--- src/rtl/serial_bcs_compare.sv ---
// rtl/serial_bcs_compare.sv - bit-serial MSB-first magnitude comparator with start/busy/done handshake (optional EARLY_EXIT_EN)
module serial_bcs_compare #(
    parameter int WIDTH = 8
) (
    input  logic             clk,
    input  logic             rst_n,
    input  logic             start,
    input  logic [WIDTH-1:0] a,
    input  logic [WIDTH-1:0] b,
    output logic             busy,
    output logic             done,
    output logic             eq,
    output logic             gt,
    output logic             lt
);

    localparam int CW = $clog2(WIDTH + 1);

    typedef enum logic [1:0] {
        S_IDLE,
        S_RUN,
        S_DONE
    } state_t;

    state_t           state_q, state_d;
    logic [WIDTH-1:0] a_q, a_d;
    logic [WIDTH-1:0] b_q, b_d;
    logic [CW-1:0]    cnt_q, cnt_d;
    logic             e_q, e_d;
    logic             g_q, g_d;
    logic             eq_q, eq_d;
    logic             gt_q, gt_d;
    logic             lt_q, lt_d;

    // One bit-comparator stage fed by the current top bits of the operand shifters.
    logic ai, bi, e_step, g_step, last_step, exit_run;
    assign ai        = a_q[WIDTH-1];
    assign bi        = b_q[WIDTH-1];
    assign e_step    = e_q & ~(ai ^ bi);
    assign g_step    = g_q | (e_q & ai & ~bi);
    assign last_step = (cnt_q == CW'(1));
`ifdef EARLY_EXIT_EN
    // The first differing bit already decides the result, so stop there.
    assign exit_run  = last_step | ~e_step;
`else
    assign exit_run  = last_step;
`endif

    assign busy = (state_q == S_RUN);
    assign done = (state_q == S_DONE);
    assign eq   = eq_q;
    assign gt   = gt_q;
    assign lt   = lt_q;

    // Next-state logic: accept in IDLE/DONE, scan one bit per cycle in RUN.
    always_comb begin
        state_d = state_q;
        a_d     = a_q;
        b_d     = b_q;
        cnt_d   = cnt_q;
        e_d     = e_q;
        g_d     = g_q;
        eq_d    = eq_q;
        gt_d    = gt_q;
        lt_d    = lt_q;
        case (state_q)
            S_IDLE, S_DONE: begin
                if (start) begin
                    a_d     = a;
                    b_d     = b;
                    e_d     = 1'b1;
                    g_d     = 1'b0;
                    cnt_d   = CW'(WIDTH);
                    state_d = S_RUN;
                end else begin
                    state_d = S_IDLE;
                end
            end
            S_RUN: begin
                e_d   = e_step;
                g_d   = g_step;
                a_d   = {a_q[WIDTH-2:0], 1'b0};
                b_d   = {b_q[WIDTH-2:0], 1'b0};
                cnt_d = cnt_q - CW'(1);
                if (exit_run) begin
                    eq_d    = e_step;
                    gt_d    = g_step;
                    lt_d    = ~e_step & ~g_step;
                    state_d = S_DONE;
                end
            end
            default: state_d = S_IDLE;
        endcase
    end

    // State, operand shifters, scan flags and result registers.
    always_ff @(posedge clk or negedge rst_n) begin
        if (!rst_n) begin
            state_q <= S_IDLE;
            a_q     <= '0;
            b_q     <= '0;
            cnt_q   <= '0;
            e_q     <= 1'b1;
            g_q     <= 1'b0;
            eq_q    <= 1'b0;
            gt_q    <= 1'b0;
            lt_q    <= 1'b0;
        end else begin
            state_q <= state_d;
            a_q     <= a_d;
            b_q     <= b_d;
            cnt_q   <= cnt_d;
            e_q     <= e_d;
            g_q     <= g_d;
            eq_q    <= eq_d;
            gt_q    <= gt_d;
            lt_q    <= lt_d;
        end
    end

endmodule

--- config.mk ---
export PLATFORM = sky130hd
export DESIGN_NAME = serial_bcs_compare
export DESIGN_NICKNAME = d
export VERILOG_FILES = /design/src/rtl/serial_bcs_compare.sv
export SDC_FILE = /design/constraint.sdc
export NUM_CORES = 1
export LEC_CHECK = 0
export CORE_ASPECT_RATIO = 0.8
export CORE_MARGIN = 4
export CORE_UTILIZATION = 46
export DETAILED_ROUTE_END_ITERATION = 8
export GPL_TIMING_DRIVEN = 0
export PLACE_DENSITY = 0.72
export SLEW_MARGIN = 20
export SYNTH_ARGS = -nofsm -noshare
export SYNTH_HDL_FRONTEND = slang
export SYNTH_SLANG_ARGS = --single-unit
--- constraint.sdc ---
create_clock -name clk -period 3.2 [get_ports clk]
set_clock_uncertainty 0.1 [all_clocks]
set_input_delay 0.64 -clock clk [delete_from_list [all_inputs] [get_ports clk]]
set_output_delay 0.64 -clock clk [all_outputs]
set_load 0.01 [all_outputs]
==> out/results.ini, run 1 <==
[worst_setup_path]
end_kind = primary output
cp_max_fo = 10
rr_worst_depth = 5
r2r-end = lt
rr_startpoint = cnt_q[1]
rrSetupSlack_ps = 1620
cp_slowest_cell = clkdlybuf4s50_1
worstPathCellList = nand2b_2, buf_6, inv_4, buf_6, buf_8, clkdlybuf4s50_1
startpoint_type = flip-flop
required_ps = 2460
critical_path.top_delay_family = buffers and inverters
crit_path_frequent_cell = buf_6
critPathMaxStageDelay_ps = 550
crit_buf_inv = 5
arrival_ps = 1960
path_class = reg -> out

[timing]
tightest_slew_ps = 587
setup_viol = 0
hold_violations = 0
rsz0062_at_grt = no
drv_slew = 0
fin_crit_sh = 0.845
setup_slack_ps = 497
maxClockFrequency_ghz = 0.370
period_needed_ps = 2700
fin_setup_tns_ps = 0
relSlewSlack = 0.609

[final_layout]
design_area_um2 = 1570
num-fill-cells = 239
fin_nets = 163
drive_gt1_frac = 0.191
final_core_util = 0.617
area_growth_pct = 23.3
antenna_cells = 0

[synth]
ys_seq_area_frac = 0.532
synth_most_common_cell = dfrtp_1
synth_area_leaders = dfrtp_1 (51%), a22oi_2 (7.9%), nand3_1 (5.9%), nand2_1 (4.1%), a22oi_1 (3.0%)
synth_top_area_cell = dfrtp_1
synth_top_area_share = 0.512
synth.avg_cell_area_um2 = 11.2
ys_warn_count = 0
synth_fp_nets = 135
synthTopCellsByCount = dfrtp_1 (26), nand3_1 (15), nand2_1 (14)
ys_ff_latch = 27
synthCells = 114
synth_ff_type = dfrtp_1
async_flop_share = 1.00
synth_cell_type_count = 35
synth_area_um2 = 1270
synth-edff-count = 0

[floorplanning]
initial_core_util = 0.500
die_area_um2 = 3670
die_h_um = 55.0
ios = 24
die_width_um = 66.8
rows = 16
core_area_um2 = 2540

[global_routing]
grt_antenna_before_repair = 0
grt-ovfl-total = 0
grt_usage = 0.166
grt_pass1_wl_um = 4500
grt_pass1_vias = 1010
grt_max_degree = 28

[placed_design]
pre_cts_ws_ps = 857
place_area_um2 = 1540
gp_congestion = 0.784
io_buffers = 23
dp_hpwl_um = 1940

[drt]
drtAntennaViolNets = 0
dr_total_vias = 955
drt_iter0_drc = 26
viasPerCell = 5.40
drtPass1Iterations = 4
drt_wl_total_um = 2600
wire_per_inst_um = 14.7
route.detailed.drc = 0

[cts]
ctsHtreeMaxLevel = 1
clkTransAtPathRegs_ps = 130
cts_setup_buffers = 0
clock_latency_ps = 320
clockBufferDepth = 2
cts_root_buffer = clkbuf_4
holdBufCountCts = 0
cts_tree = done
numCtsBuffers = 3
post_cts_resized = 0
clkSinkCount = 27

[power_and_ir_drop]
finalPower_mw = 1.39
p_per_area_nw_per_um2 = 888
power.leakage_nw = 0.707
ir_worst_vdd_v = 0.000417

[outcome]
status = finished, final reports clean

[hold_path]
holdCritPathClass = in -> async

[run]
maxCapViolations = 0

## area by class of cell
| class | count | area (um2) | share of cell area |
|---|---|---|---|
| Multi-Input combinational cell | 75 | 512 | 0.326 |
| Clock buffer | 4 | 26.3 | 0.0168 |
| Sequential cell | 27 | 677 | 0.432 |
| Tap cell | 36 | 45.0 | 0.0287 |
| Inverter | 4 | 17.5 | 0.0112 |
| Timing Repair Buffer | 23 | 225 | 0.144 |
| Buffer | 8 | 65.1 | 0.0415 |
## through the flow
step,hold slack (ps),instances
4_1_cts,215,177
3_3_place_gp,373,173
2_1_floorplan,244,114
5_1_grt,219,177
6_report,197,177
3_5_place_dp,381,173
## layout by cell type (no fill, tap or decap), drive strengths merged, types with 2 or more instances in the layout
master	count
dfrtp	26
mux2	2
inv	4
buf	9
nand3	15
a22oi	13
clkbuf	4
a22o	2
nand2b	3
nor2b	3
ha	2
clkdlybuf4s50	22
a31oi	2
nand2	15
nor2	2
o21ai	4
## state kept, by name (all words and copies together), names as in the netlist
| signal | cells |
|---|---|
| a_q | 8 |
| b_q | 8 |
| cnt_q | 4 |
| state_q | 2 |
| e_q | 1 |
| eq | 1 |
| g_q | 1 |
| gt | 1 |
| lt | 1 |
## per-layer routing
metal  up-vias  share of wire  GRT usage
met2        21           0.51      0.313
li1        461              -          -
met1       469           0.44      0.189
met4         0         0.0077     0.0405
met3         4          0.036     0.0444
met5         -              0          0
## how the worst max path moves through the flow
stage,from,slack (ps),cells past startpoint,endpoint
6_report,state_q[1],500,6,busy
5_1_grt,state_q[1],400,6,busy
4_1_cts,state_q[1],470,6,busy
3_5_place_dp,state_q[1],860,6,busy
3_3_place_gp,state_q[1],880,6,busy
2_1_floorplan,state_q[1],1500,5,busy
## cell families (layout without fill, tap and decap cells)
family	Yosys count	in the layout	share of synthesized area
adder cells (fa/ha/maj)	2	2	0.0197
multiplexers	2	2	0.0177
flip-flops	27	27	0.532
XOR/XNOR	1	1	0.00689
AND/OR/NAND/NOR	43	43	0.172
AO/OA/AOI/OAI	27	27	0.186
buffers and inverters	12	39	0.0650
## power breakdown
| part | switching (mW) | internal [mW] |
|---|---|---|
| logic | 0.320 | 0.315 |
| clock network | 0.0953 | 0.0488 |
| registers | 0.116 | 0.498 |
Note: power is estimated with default switching activity, not from simulation.
==> run 2, diff against run 1 <==
==> constraint.sdc (replaced) <==
create_clock -name clk -period 2.79 [get_ports clk]
set_clock_uncertainty 0.1 [all_clocks]
set_input_delay 0.558 -clock clk [delete_from_list [all_inputs] [get_ports clk]]
set_output_delay 0.558 -clock clk [all_outputs]
set_load 0.01 [all_outputs]
==> results of run 2 <==
The final DEF is identical to that of run 1. Status: finished, final reports clean.
Main changes from that run: setup slack after placement 857 ps -> 529 ps; setup slack after layout 497 ps -> 169 ps; hold slack 197 ps -> 115 ps; register-to-register setup slack 1620 ps -> 1210 ps; total power 1.39 mW -> 1.60 mW; worst IR drop on VDD 0.000417 V -> 0.000478 V
